## config.mk

```make
export PLATFORM = sky130hd
export DESIGN_NAME = serial_parallel_buffered
export DESIGN_NICKNAME = d
export VERILOG_FILES = /design/src/rtl/serial_parallel_buffered_pkg.sv /design/src/rtl/serial_parallel_bit_counter.sv /design/src/rtl/serial_parallel_buffered.sv
export SDC_FILE = /design/constraint.sdc
export NUM_CORES = 1
export LEC_CHECK = 0
export BUFFER_PORTS_ARGS = -buffer_cell sky130_fd_sc_hd__buf_2
export CAP_MARGIN = 25
export CORE_AREA = 2 2 47 49
export DETAILED_ROUTE_END_ITERATION = 7
export DIE_AREA = 0 0 49 51
export MAX_ROUTING_LAYER = met4
export PLACE_DENSITY_LB_ADDON = 0.3
export REMOVE_ABC_BUFFERS = 1
export SLEW_MARGIN = 20
export SYNTH_ARGS = -nofsm -noshare
export SYNTH_HDL_FRONTEND = slang
export SYNTH_HIERARCHICAL = 1
export SYNTH_SLANG_ARGS = --single-unit
```

## constraint.sdc

```tcl
create_clock -name clock -period 2 [get_ports clock]
set_input_delay 0.2 -clock clock [delete_from_list [all_inputs] [get_ports clock]]
set_output_delay 0.2 -clock clock [all_outputs]
set_load 0.02 [all_outputs]
```

## src/rtl/serial_parallel_buffered_pkg.sv

```systemverilog
// Shared constants and helpers for the serial/parallel converter pair.
package serial_parallel_buffered_pkg;

    function automatic int unsigned clog2(input int unsigned value);
        int unsigned result;
        result = 0;
        for (int unsigned i = 0; i < 32; i++) begin
            if ((64'd1 << result) < 64'(value)) begin
                result = result + 1;
            end
        end
        return result;
    endfunction

    localparam int unsigned WORD_WIDTH_DEFAULT = 8;
    localparam int unsigned COUNT_WIDTH = clog2(WORD_WIDTH_DEFAULT + 1);
    localparam logic [COUNT_WIDTH-1:0] COUNT_ZERO = '0;

endpackage

```

## src/rtl/serial_parallel_bit_counter.sv

```systemverilog
// Bit counter for the deserializer: load to 0/1, increment, saturate at WORD_WIDTH.
module serial_parallel_bit_counter
    import serial_parallel_buffered_pkg::clog2;
#(
    parameter int unsigned WORD_WIDTH  = 8,
    parameter int unsigned COUNT_WIDTH = clog2(WORD_WIDTH + 1)
) (
    input  logic                   clk_i,
    input  logic                   rst_ni,
    input  logic                   clear_i,
    input  logic                   load_i,
    input  logic                   incr_i,
    output logic [COUNT_WIDTH-1:0] count_o,
    output logic                   full_o
);

    localparam logic [COUNT_WIDTH-1:0] CountMax = COUNT_WIDTH'(WORD_WIDTH);
    localparam logic [COUNT_WIDTH-1:0] CountOne = COUNT_WIDTH'(1);

    logic [COUNT_WIDTH-1:0] count_q, count_d;

    always_comb begin
        count_d = count_q;
        if (clear_i) begin
            count_d = '0;
        end else if (load_i) begin
            // A word leaving the shift register may coincide with the next word's first bit.
            count_d = incr_i ? CountOne : '0;
        end else if (incr_i && (count_q != CountMax)) begin
            count_d = count_q + CountOne;
        end
    end

    always_ff @(posedge clk_i or negedge rst_ni) begin
        if (!rst_ni) begin
            count_q <= '0;
        end else begin
            count_q <= count_d;
        end
    end

    assign count_o = count_q;
    assign full_o  = (count_q == CountMax);

endmodule

```

## src/rtl/serial_parallel_buffered.sv

```systemverilog
// MSB-first deserializer with a one-word holding buffer on a ready/valid parallel output.
module serial_parallel_buffered
    import serial_parallel_buffered_pkg::clog2;
#(
    parameter int unsigned WORD_WIDTH  = 8,
    parameter int unsigned COUNT_WIDTH = clog2(WORD_WIDTH + 1)
) (
    input  logic                  clock,
    input  logic                  reset_n,
    input  logic                  clock_enable,
    input  logic                  clear,
    input  logic                  serial_in_valid,
    output logic                  serial_in_ready,
    input  logic                  serial_in,
    output logic                  parallel_out_valid,
    input  logic                  parallel_out_ready,
    output logic [WORD_WIDTH-1:0] parallel_out
);

    logic [WORD_WIDTH-1:0]  shift_q, shift_d;
    logic [WORD_WIDTH-1:0]  hold_q, hold_d;
    logic                   held_q, held_d;
    logic [COUNT_WIDTH-1:0] bit_count;
    logic                   shift_full;
    logic                   out_free;
    logic                   transfer;
    logic                   accept;
    logic                   consume;

    assign out_free = !held_q || parallel_out_ready;
    assign transfer = clock_enable && shift_full && out_free;

    // Reset gating keeps the serial side from advertising ready while held in reset.
    assign serial_in_ready    = reset_n && clock_enable && (!shift_full || out_free);
    assign parallel_out_valid = held_q && clock_enable;
    assign parallel_out       = hold_q;

    assign accept  = serial_in_valid && serial_in_ready;
    assign consume = parallel_out_valid && parallel_out_ready;

    serial_parallel_bit_counter #(
        .WORD_WIDTH  (WORD_WIDTH),
        .COUNT_WIDTH (COUNT_WIDTH)
    ) u_counter (
        .clk_i   (clock),
        .rst_ni  (reset_n),
        .clear_i (clear),
        .load_i  (transfer),
        .incr_i  (accept),
        .count_o (bit_count),
        .full_o  (shift_full)
    );

    always_comb begin
        shift_d = shift_q;
        hold_d  = hold_q;
        held_d  = held_q;
        if (clear) begin
            shift_d = '0;
            hold_d  = '0;
            held_d  = 1'b0;
        end else begin
            if (accept) begin
                shift_d = transfer ? {{(WORD_WIDTH-1){1'b0}}, serial_in}
                                   : {shift_q[WORD_WIDTH-2:0], serial_in};
            end
            if (transfer) begin
                hold_d = shift_q;
                held_d = 1'b1;
            end else if (consume) begin
                held_d = 1'b0;
            end
        end
    end

    always_ff @(posedge clock or negedge reset_n) begin
        if (!reset_n) begin
            shift_q <= '0;
            hold_q  <= '0;
            held_q  <= 1'b0;
        end else begin
            shift_q <= shift_d;
            hold_q  <= hold_d;
            held_q  <= held_d;
        end
    end

endmodule

```

# Word-level counts from Yosys, hierarchy flattened
# Cells that the tools add are included.
# totals
out_inout_bits	10
input_bits	7
elab_cells	35
ff_bits	21
# op_classes
reduce_logical	16
eq_ne	2
muxes	12
add_sub_neg	1
# ops
op	n
$mux W8	5
$mux W4	3
$logic_and A1 B1 Y1	8
$reduce_bool A3 Y1	2
$add A4 B1 Y4 const B	1
$eq A4 B4 Y1 const B	1
$mux W1	4
$ne A4 B4 Y1 const B	1
$reduce_bool A2 Y1	2
$logic_not A1 Y1	2
$logic_or A1 B1 Y1	2

# Logic depth before layout (Yosys ltp)
# Gate-level depths: netlist of run 1.
# depth
word_depth	9
depth_mapped	8
mapped_depth_nobuf	7

# Hierarchy
# Netlist of run 1, hierarchy kept.
# modules_own_cells
mod	seq_area_each_um2	instances	cells_per_inst	area_each_um2
serial_parallel_buffered	425.4	1	66	790.8
serial_parallel_bit_counter	100.1	1	25	251.5

# Worst setup path before layout of run 1
# OpenSTA, ideal clock, no wires.
# synth_timing
path_type	register -> register
startpoint	reg u_counter.count_q[0] (netlist: u_counter/count_o[0])
endpoint	reg u_counter.count_q[2] (netlist: u_counter/count_o[2])
setup_slack_ps	144
required_time_ps	1913
arrival_time_ps	1769
path_stages_with_launch	9
path_buffers	1
cell_sequence	dfrtp_1 -> inv_1 -> ha_1 -> and3b_1 -> buf_6 -> a21oi_4 -> nand2_1 -> or3_1 -> a211oi_2
# synth_via
elab_chain_cells	7
word_cells_on_any_way	14
cone_classes	add/sub: 1; eq/ne: 2; mux: 3; reduce/logical: 8
# synth_rtl
element	line	source
from (decl)	serial_parallel_bit_counter.sv:20	logic [COUNT_WIDTH-1:0] count_q, count_d;
from (signal assigned)	serial_parallel_bit_counter.sv:38	count_q <= count_d;
$eq A4 B4 Y1	serial_parallel_bit_counter.sv:43	assign full_o = (count_q == CountMax);
net shift_full	serial_parallel_buffered.sv:24	logic shift_full;
$logic_not A1 Y1	serial_parallel_buffered.sv:34	assign serial_in_ready = reset_n && clock_enable && (!shift_full || out_free);
$logic_or A1 B1 Y1	serial_parallel_buffered.sv:34	
$logic_and A1 B1 Y1	serial_parallel_buffered.sv:34	
$logic_and A1 B1 Y1	serial_parallel_buffered.sv:38	assign accept = serial_in_valid && serial_in_ready;
net accept	serial_parallel_buffered.sv:27	logic accept;
$logic_and A1 B1 Y1	serial_parallel_bit_counter.sv:29	end else if (incr_i && (count_q != CountMax)) begin
$reduce_bool A3 Y1 (no source line)	--	
# The timed path passes the listed nets, and every way through them passes these cells. The select of a mux whose other input is x is not followed.
# A chain may end at the register's enable or synchronous reset.

# Worst setup path in the final report of run 1
# layout_timing
startpoint	reg u_counter.count_q[0] (netlist: u_counter/count_o[0])
endpoint	reg shift_q[6]
# layout_via
elab_chain_cells	6
word_cells_on_any_way	11
cone_classes	eq/ne: 1; mux: 3; reduce/logical: 7
# layout_rtl
element	line	source
$eq A4 B4 Y1	serial_parallel_bit_counter.sv:43	
net shift_full	serial_parallel_buffered.sv:24	
$logic_not A1 Y1	serial_parallel_buffered.sv:34	
$logic_or A1 B1 Y1	serial_parallel_buffered.sv:34	
$logic_and A1 B1 Y1	serial_parallel_buffered.sv:34	
$logic_and A1 B1 Y1	serial_parallel_buffered.sv:38	
net accept	serial_parallel_buffered.sv:27	
$reduce_bool A2 Y1 (no source line)	--	
to (signal assigned)	serial_parallel_buffered.sv:82	shift_q <= shift_d;
to (decl)	serial_parallel_buffered.sv:20	logic [WORD_WIDTH-1:0] shift_q, shift_d;
# The timed path passes the listed nets, and every way through them passes these cells. The select of a mux whose other input is x is not followed.

==> summary.md, run 1 <==
| Metric | Value |
|---|---|
| Internal | `519.3 µW` |
| CP max-delay cell | `dfrtp_1` |
| FF+latch count, synth | `21` |
| Launching point of the worst reg2reg path | `u_counter/count_o[0]` |
| CTS Buffer Depth | `2` |
| Max_cap viols | `0` |
| Row count | `17` |
| Pwr/cell area | `569.2 nW/µm²` |
| M3 GR Usage | `2.632%` |
| CP Max Fanout | `9` |
| Post-DP HPWL | `1.350 mm` |
| Initial core utilization | `50.52%` |
| Core area | `2063 µm²` |
| Initial antenna violation count | `0` |
| Setup crit start kind | `flip-flop` |
| Worst Hold Path EP | `held_q` |
| Grt total ovfl | `0` |
| GR met1 Demand/Resource | `24.33%` |
| Final Setup Violations | `0` |
| Residual DRC count | `0` |
| Skew-Pair Late Insertion Delay | `0.31 ns` |
| Synth cell count leaders | `dfrtp_1 (21), a22o_1 (8), nand2_1 (6)` |
| Distinct cells, synth | `32` |
| HP Class | `input pin to flip-flop` |
| Num ports | `17` |
| Largest stage delay on the critical path | `0.41 ns` |
| Worst hold slack | `0.2113 ns` |
| Overall routed net length | `1.959 mm` |
| Layout cells sized above 1 | `32.46%` |
| WL per Instance | `13.80 µm` |
| Port-buffer cells | `16` |
| Number of synthesized flops with an enable pin | `0` |
| H-tree levels | `1` |
| Hold Fails Final Rpt | `0` |
| # Post-CTS Setup Buffers | `0` |
| Ys Warns | `6` |
| Detailed-router iteration count before antenna repair | `4` |
| Kind of critical path | `flip-flop to flip-flop` |
| Cell count after synthesis | `91` |
| RSZ-0062 raised after global routing | `no` |
| Post-synth top area cell | `dfrtp_1` |
| Tcrit/Tclk final | `91.33%` |
| Largest net degree at the start of global routing | `23` |
| Required @ worst endpoint | `2.19 ns` |
| Crit path launch | `u_counter/count_o[0]` |
| Reg2reg end | `shift_q[6]` |
| Worst hold path cell count | `4` |
| N_diodes | `0` |
| Starting DRT DRC Count | `4` |
| First-pass GRT wire length | `3.318 mm` |
| Yosys top cell area share | `50.42%` |
| Maximum vdd ir drop | `0.4239 mV` |
| Clk sinks | `21` |
| Die H | `51 µm` |
| Register share of total power | `62.2%` |
| Synth top area cells | `dfrtp_1 (50%), a22o_1 (6.7%), mux2_2 (4.3%)` |
| Die Wd | `49 µm` |
| Final slew viol count | `0` |
| Async S/R FF share, synth | `100.0%` |
| Worst-path cell chain | `inv_1 > ha_1 > and3b_2 > a21oi_4 > buf_4 > mux2_2` |
| Worst Setup End Kind | `flip-flop` |
| Vias in the first global route | `727` |
| CTS tree | `yes` |
| Relative slew slack | `72.82%` |
| Status | `completed` |
| Worst slew pin tran | `0.4077 ns` |
| DR vias/cell | `5.225` |
| Worst r2r path cells | `6` |
| Met2 Use GR | `28.31%` |
| Die area | `2499 µm²` |
| Part of the power in combinational logic | `7.2%` |
| GRT Util Overall | `18.19%` |
| Clock share of power | `30.6%` |
| Worst Hold Launch | `parallel_out_ready` |
| Inserted Clock Buffers | `3` |
| Mapped Area | `1042 µm²` |
| Setup TNS | `0 ns` |
| Final antenna-violating net count | `0` |
| Clock transition at path regs | `0.13 ns` |
| Clock Skews | `0.01313 ns` |
| Final min period | `1.827 ns` |
| Leak | `0.0005852 µW` |
| Main synth FF type | `dfrtp_1` |
| Syn-to-layout area delta | `16.09%` |
| Fmax | `547.5 MHz` |
| CTS root buf | `clkbuf_4` |
| Sw Ratio | `24.60%` |
| Vias | `742` |
| Reg2Reg Setup Slack | `0.17 ns` |
| Avg Cell Area, Syn | `11.45 µm²` |
| Layer with the highest usage | `met2` |
| Routability cong. | `0.7590` |
| Final net count | `124` |
| Seq/Total Area, Yosys | `50.42%` |
| WP data arrival | `2.02 ns` |
| Switching power | `169.4 µW` |
| Most common cell in the synthesized netlist | `dfrtp_1` |
## stage by stage
| stage | worst slack [ns] | util [%] | instances | cell area [µm²] | total power, µW |
|---|---|---|---|---|---|
| 2_1_floorplan | 0.1628 | - | 88 | 1016 | 455.6 |
| 3_3_place_gp | 0.1998 | 56.64 | 137 | 1169 | 482.7 |
| 3_5_place_dp | 0.05185 | 56.64 | 137 | 1169 | 484.8 |
| 4_1_cts | 0.03083 | 58.46 | 142 | 1206 | 688.9 |
| 5_1_grt | 0.06658 | 58.64 | 142 | 1210 | 707.7 |
| 6_report | 0.1735 | 58.64 | 142 | 1210 | 688.7 |
## critical path, delay by kind of cell, from the launching register on
family                     cells  cell delay, ns
DFF                            1            0.41
muxes                          1            0.35
buffers and inverters          2            0.29
and+or+nand+nor                1            0.28
AOI/OAI and AO/OA              1            0.20
adders and majority gates      1            0.19
## placed cells by master (no fill, tap or decap), types with 2 or more instances in the layout
cell type and count:
o21ai_0 5, ha_1 2, nand2_1 6, nand2b_1 4
dfrtp_1 21, a22o_1 8, buf_2 16, mux2i_1 4
a21oi_1 5, mux2_2 4, buf_4 5, or3_1 2
clkbuf_4 3, inv_1 3, nor2b_1 5
## worst max-delay path by stage
stage | slack (ns) | to | cells past startpoint
5_1_grt | 0.07 | u_counter/count_o[0] | 7
4_1_cts | 0.03 | u_counter/count_o[0] | 7
2_1_floorplan | 0.16 | u_counter/count_o[2] | 7
3_3_place_gp | 0.20 | u_counter/count_o[0] | 7
6_report | 0.17 | shift_q[6] | 6
3_5_place_dp | 0.05 | u_counter/count_o[0] | 7
## registers in the layout (all words and copies together), names as in the netlist
signal / flops
u_counter/count_o: 4
parallel_out: 8
shift_q: 8
held_q: 1
## cells by family after synthesis
logic type | synth area share, %
xor gates and xnor gates | 0.8405
buffers and inverters | 3.601
adders and majority gates | 2.401
AOI/OAI and AO/OA | 17.65
DFF | 50.42
and+or+nand+nor | 16.93
muxes | 8.163
## what timing repair did
item	4_1_cts	5_1_grt
hold buffers	1	0
endpoints found under the hold margin	21	0
endpoints found under the setup margin	0	1
gates resized for setup	0	2
## layer usage
metal	routed length [µm]	vias up
met5	0	-
met4	18	0
met3	74	2
met2	866	20
met1	999	350
li1	-	370
## power by group through the flow
stage	Combinational, µW	Clock (µW)	Sequential, µW
2_1_floorplan	19.2	0	436
3_3_place_gp	46.3	0	436
3_5_place_dp	48.3	0	437
4_1_cts	49.9	211	428
5_1_grt	55.2	224	429
6_report	49.4	211	428
## area by class of cell
class	instances	area (µm²)
Sequential cell	21	525.5
Inverter	3	11.26
Timing Repair Buffer	22	127.6
Multi-Input combinational cell	64	483.0
Clock buffer	3	22.52
Fill cell	172	853.3
Clock inverter	1	5.005
Tap cell	28	35.03
No activity file was read; power rests on OpenSTA's default activity.
==> inputs of run 2 (changes only) <==
--- a/config.mk
+++ b/config.mk
@@ -16,5 +16,4 @@
 export SLEW_MARGIN = 20
 export SYNTH_ARGS = -nofsm -noshare
 export SYNTH_HDL_FRONTEND = slang
-export SYNTH_HIERARCHICAL = 1
 export SYNTH_SLANG_ARGS = --single-unit
==> summary.md, run 2 <==
| Metric | Value |
|---|---|
| WL per Instance | `12.48 µm (-9.5%)` |
| Seq/Total Area, Yosys | `51.79% (+1.4 points)` |
| Row count | `17 (unchanged)` |
| Final net count | `136 (+9.7%)` |
| Max_cap viols | `0 (unchanged)` |
| Vias | `813 (+9.6%)` |
| Required @ worst endpoint | `1.80 ns (-0.39 ns)` |
| Core area | `2063 µm² (unchanged)` |
| Grt total ovfl | `0 (unchanged)` |
| Final Setup Violations | `0 (unchanged)` |
| N_diodes | `0 (unchanged)` |
| Maximum vdd ir drop | `0.3220 mV (-24%)` |
| Total Power | `686.7 µW (-0.28%)` |
| # Post-CTS Setup Buffers | `0 (unchanged)` |
| Main synth FF type | `dfrtp_1` |
| Clk sinks | `21 (unchanged)` |
| Async S/R FF share, synth | `100.0% (unchanged)` |
| RSZ-0062 raised after global routing | `no` |
| Cell count after synthesis | `108 (+19%)` |
| Port-buffer cells | `16 (unchanged)` |
| Status | `completed` |
| Commonest non-fill, non-tap cell in the layout | `nand2_1` |
| Kind of critical path | `flip-flop to primary output` |
| Worst slew pin tran | `0.3593 ns (-0.04843 ns)` |
| Setup WS pre-CTS | `0.2930 ns (+0.2412 ns)` |
| Fill cell count | `201 (+17%)` |
| Worst Setup End Kind | `primary output` |
| Worst hold path cell count | `3 (-1)` |
| Initial core utilization | `49.18% (-1.3 points)` |
| CTS tree | `yes` |
| CTS Buffer Depth | `2 (unchanged)` |
| WP data arrival | `1.60 ns (-0.42 ns)` |
| Setup crit start kind | `flip-flop` |
| Worst r2r path cells | `6 (unchanged)` |
| Post-synth top area cell | `dfrtp_1` |
| Num ports | `17 (unchanged)` |
| Routability cong. | `0.7547 (-0.57%)` |
| HP Class | `input pin to flip-flop` |
| Commonest cells after routing, fill and taps aside | `nand2_1 (30), dfrtp_1 (21), a21oi_1 (19)` |
| Inserted Clock Buffers | `3 (unchanged)` |
| Die Wd | `49 µm (unchanged)` |
| Clock transition at path regs | `0.12 ns (about the same)` |
| Ys Warns | `0 (-6)` |
| Clock Skews | `0.001957 ns (-0.01118 ns)` |
| Tcrit/Tclk final | `90.14% (-1.2 points)` |
| Starting DRT DRC Count | `15 (+11)` |
| First-pass GRT wire length | `3.187 mm (-3.9%)` |
| Leak | `0.0005331 µW (-8.9%)` |
| FF+latch count, synth | `21 (unchanged)` |
| Final core occ | `55.49% (-3.2 points)` |
| Detailed-router iteration count before antenna repair | `4 (unchanged)` |
| Initial antenna violation count | `0 (unchanged)` |
| H-tree levels | `1 (unchanged)` |
| Hold Fails Final Rpt | `0 (unchanged)` |
| Fmax | `554.7 MHz (+1.3%)` |
| CTS root buf | `clkbuf_4` |
| Setup TNS | `0 ns (unchanged)` |
| Vias in the first global route | `678 (-6.7%)` |
| Final worst slack | `0.1972 ns (+0.02379 ns)` |
| Syn-to-layout area delta | `12.82%` |
| Most common cell in the synthesized netlist | `nand2_1` |
| Skew-Pair Late Insertion Delay | `0.31 ns (about the same)` |
| Relative slew slack | `76.05% (+3.2 points)` |
| Number of synthesized flops with an enable pin | `0 (unchanged)` |
| Yosys top cell area share | `51.79% (+1.4 points)` |
| Layout cells sized above 1 | `22.22% (-10 points)` |
| Avg Cell Area, Syn | `9.396 µm² (-18%)` |
| Largest net degree at the start of global routing | `23 (unchanged)` |
| Mapped Area | `1015 µm² (-2.6%)` |
| CP Max Fanout | `6 (-3)` |
| Final slew viol count | `0 (unchanged)` |
| Post-DP HPWL | `1.289 mm (-4.6%)` |
| Synth top area cells | `dfrtp_1 (52%), nand2_1 (11%), a21oi_1 (9.4%)` |
| Die area | `2499 µm² (unchanged)` |
| Synth cell count leaders | `nand2_1 (30), dfrtp_1 (21), a21oi_1 (19)` |
| Die H | `51 µm (unchanged)` |
| GRT Util Overall | `17.64% (-0.55 points)` |
| Residual DRC count | `0 (unchanged)` |
| Final antenna-violating net count | `0 (unchanged)` |
| DR vias/cell | `5.279 (+1.0%)` |
| Final min period | `1.803 ns (-0.02379 ns)` |
| Pwr/cell area | `599.8 nW/µm² (+5.4%)` |
| Overall routed net length | `1.922 mm (-1.9%)` |
| Distinct cells, synth | `27 (-16%)` |
-- run 2: kinds of logic (layout without fill, tap and decap cells) --
kind of cell	after synthesis	after routing	synth area share [%]
fa+ha+maj	2	2	2.466
compound gates	24	24	15.17
buf+inv	8	26	4.809
flops	21	21	51.79
simple gates	51	51	23.80
mux	2	2	1.973
-- run 2: worst paths after layout --
path                                       from                    to  slack (ns)
max                        u_counter.count_o[0]       serial_in_ready        0.20
min                                   serial_in            shift_q[0]        0.10
max reg2reg                u_counter.count_o[0]  u_counter.count_o[0]        0.27
min reg2reg                     parallel_out[5]       parallel_out[5]        0.53
max in group asynchronous               reset_n       parallel_out[0]        1.40
min in group asynchronous               reset_n                held_q        0.38
-- run 2: critical path, stage by stage (launching register included) --
cell and delay [ns]:
dfrtp_1 0.43, inv_1 0.06, ha_1 0.20, and3b_1 0.27, a21oi_1 0.15, buf_2 0.18
-- run 2: layer usage --
metal  up-vias  part of all wire [%]  global-route usage (%)  wire length, µm
li1        402                     -                       -                -
met3         5                   2.9                   2.632               56
met4         0                   2.7                   10.00               51
met2        14                    46                   25.57              889
met1       392                    48                   23.85              926
met5         -                     0                       -                0
-- run 2: power breakdown --
| part | total (µW) | internal [µW] | switching, µW |
|---|---|---|---|
| registers | 429 | 427 | 2.22 |
| clock network | 212 | 75.0 | 137 |
| logic | 46.2 | 16.4 | 29.8 |
-- run 2: final cells by class --
class	count	area [µm²]	area share, %
clock buffers	3	22.52	1.967
clock inverters	1	5.005	0.4372
inverters	3	11.26	0.9836
multi-input cells	79	440.4	38.47
flip-flops and latches	21	525.5	45.90
well taps	28	35.03	3.060
repair buffers	19	105.1	9.180
-- run 2: timing repair --
action,in CTS,in global routing
hold buffers,1,0
resized for setup,0,0
endpoints found under the hold margin,21,0
-- run 2: through the flow --
stage	std cells	instance area [µm²]	hold slack (ns)
2_1_floorplan	103	977.2	-0.09559
3_3_place_gp	149	1107	0.2004
3_5_place_dp	149	1107	0.2099
4_1_cts	154	1145	0.09219
5_1_grt	154	1145	0.1194
6_report	154	1145	0.1029
==> inputs of run 3 (changes only) <==
--- a/config.mk
+++ b/config.mk
@@ -12,7 +12,6 @@
 export DIE_AREA = 0 0 49 51
 export MAX_ROUTING_LAYER = met4
 export PLACE_DENSITY_LB_ADDON = 0.3
-export REMOVE_ABC_BUFFERS = 1
 export SLEW_MARGIN = 20
 export SYNTH_ARGS = -nofsm -noshare
 export SYNTH_HDL_FRONTEND = slang
==> summary.md, run 3 (synthesis results as in run 2) <==
| Metric | Value |
|---|---|
| Status | `completed` |
| CTS Buffer Depth | `2 (unchanged)` |
| Mapped Nets | `117` |
| Kind of critical path | `flip-flop to primary output` |
| Sw Ratio | `23.60% (-0.99 points)` |
| Leak | `0.0005331 µW (about the same)` |
| Clock Skews | `0.001009 ns (-0.0009484 ns)` |
| Final min period | `1.809 ns (+0.006288 ns)` |
| Maximum vdd ir drop | `0.3448 mV (+7.1%)` |
| H-tree levels | `1 (unchanged)` |
| Initial core utilization | `49.18% (unchanged)` |
| Core area | `2063 µm² (unchanged)` |
| Max_cap viols | `0 (unchanged)` |
| Clk sinks | `21 (unchanged)` |
| Die H | `51 µm (unchanged)` |
| Required @ worst endpoint | `1.80 ns (about the same)` |
| Worst hold path cell count | `3 (unchanged)` |
| Grt total ovfl | `0 (unchanged)` |
| Clock transition at path regs | `0.11 ns (about the same)` |
| Final slew viol count | `0 (unchanged)` |
| Residual DRC count | `0 (unchanged)` |
| CTS tree | `yes` |
| Worst Hold Launch | `serial_in` |
| Reg2Reg Setup Slack | `0.24 ns (-0.03 ns)` |
| Num ports | `17 (unchanged)` |
| Commonest non-fill, non-tap cell in the layout | `nand2_1` |
| Relative slew slack | `75.34% (-0.71 points)` |
| First-pass GRT wire length | `3.270 mm (+2.6%)` |
| Detailed-router iteration count before antenna repair | `4 (unchanged)` |
| Final worst slack | `0.1910 ns (-0.006288 ns)` |
| Tcrit/Tclk final | `90.45% (+0.31 points)` |
| Clock share of power | `29.7% (-1.1 points)` |
| Pwr/cell area | `591.7 nW/µm² (-1.4%)` |
| Hold Fails Final Rpt | `0 (unchanged)` |
| RSZ-0062 raised after global routing | `no` |
| Placed inst area | `1107 µm² (unchanged)` |
| Setup TNS | `0 ns (unchanged)` |
| Final Setup Violations | `0 (unchanged)` |
| Worst Setup End Kind | `primary output` |
| HP Class | `input pin to flip-flop` |
| GRT Util Overall | `17.65% (about the same)` |
| Die area | `2499 µm² (unchanged)` |
| Skew-Pair Late Insertion Delay | `0.30 ns (about the same)` |
| Setup crit start kind | `flip-flop` |
| Placed cell count | `149 (unchanged)` |
| Total Power | `677.4 µW (-1.4%)` |
| WL per Instance | `12.42 µm (-0.47%)` |
| Internal | `517.6 µW (about the same)` |
| Final net count | `136 (unchanged)` |
| Worst Hold Path EP | `shift_q[0]` |
| Setup WS pre-CTS | `0.2590 ns (-0.03404 ns)` |
| Fill cell count | `204 (+1.5%)` |
| Switching power | `159.8 µW (-5.3%)` |
| Routability cong. | `0.8121 (+7.6%)` |
| Launching point of the worst reg2reg path | `u_counter.count_o[0]` |
| Part of the power in combinational logic | `7.0% (+0.3 points)` |
| Post-DP HPWL | `1.295 mm (+0.50%)` |
| Starting DRT DRC Count | `23 (+8)` |
| CTS root buf | `clkbuf_4` |
| Worst r2r path cells | `6 (unchanged)` |
| Final antenna-violating net count | `0 (unchanged)` |
| Initial antenna violation count | `0 (unchanged)` |
| Vias | `823 (+1.2%)` |
| Syn-to-layout area delta | `12.82% (unchanged)` |
| Final Cell Area | `1145 µm² (unchanged)` |
| Row count | `17 (unchanged)` |
| Overall routed net length | `1.913 mm (-0.47%)` |
| Largest net degree at the start of global routing | `23 (unchanged)` |
| Layout cells sized above 1 | `22.22% (unchanged)` |
| Inserted Clock Buffers | `3 (unchanged)` |
| CTS resizes | `0 (unchanged)` |
| N_diodes | `0 (unchanged)` |
| Commonest cells after routing, fill and taps aside | `nand2_1 (30), dfrtp_1 (21), a21oi_1 (19)` |
| Register share of total power | `63.3% (+0.9 points)` |
| Reg2reg end | `u_counter.count_o[0]` |
| Fmax | `552.8 MHz (-0.35%)` |
| Port-buffer cells | `16 (unchanged)` |
| Vias in the first global route | `758 (+12%)` |
| Count of non-filler cells in the finished layout | `154 (unchanged)` |
| Worst slew pin tran | `0.3699 ns (+0.01068 ns)` |
| CP Max Fanout | `6 (unchanged)` |
| WP data arrival | `1.61 ns (about the same)` |
| Die Wd | `49 µm (unchanged)` |
| DR vias/cell | `5.344 (+1.2%)` |
[run 3: cell counts in the layout (fill, tap and decap cells not counted)]
No cell type changed its count.
[run 3: area by class of cell]
type	count	area, µm²	area share, %
Clock buffer	3	22.52	1.967
Clock inverter	1	5.005	0.4372
Inverter	3	11.26	0.9836
Multi-Input combinational cell	79	440.4	38.47
Sequential cell	21	525.5	45.90
Tap cell	28	35.03	3.060
Timing Repair Buffer	19	105.1	9.180
[run 3: worst max path at each step]
stage               depth (start not counted)                 start                   end  slack (ns)
floorplan                                   8  u_counter.count_o[0]  u_counter.count_o[0]        0.41
global placement                            6  u_counter.count_o[0]  u_counter.count_o[0]        0.33
detailed placement                          6  u_counter.count_o[0]  u_counter.count_o[0]        0.26
CTS                                         5  u_counter.count_o[0]       serial_in_ready        0.19
global route                                5  u_counter.count_o[0]       serial_in_ready        0.05
finish                                      5  u_counter.count_o[0]       serial_in_ready        0.19
[run 3: stage by stage]
stage	hold slack, ns	utilization (%)
2_1_floorplan	-0.09559	-
3_3_place_gp	0.2158	53.67
3_5_place_dp	0.2199	53.67
4_1_cts	0.1217	55.49
5_1_grt	0.1282	55.49
6_report	0.1208	55.49
[run 3: worst max-delay path, stage by stage, from the launching register on]
cell     delay [ns]
dfrtp_1        0.42
inv_1          0.07
ha_1           0.21
and3b_1        0.28
a21oi_1        0.16
buf_2          0.18
[run 3: per-layer routing]
metal | share of wire [%] | vias up | global-route usage [%] | wire (µm)
li1 | - | 400 | - | -
met1 | 45 | 401 | 21.41 | 857
met2 | 50 | 17 | 29.45 | 960
met3 | 3.2 | 5 | 2.339 | 62
met4 | 1.8 | 0 | 8.571 | 34
met5 | 0 | - | - | 0
[run 3: repair_timing]
action	CTS	global route
hold endpoints to repair	21	0
setup buffers	0	0
hold buffers	1	0
[run 3: power by group through the flow]
stage | clock network [µW] | registers [µW] | logic, µW
after detailed placement | 0 | 437 | 46.6
final | 201 | 429 | 47.3
after floorplan | 0 | 437 | 21.6
after global routing | 229 | 429 | 52.9
after global placement | 0 | 437 | 45.5
after CTS | 211 | 429 | 48.1
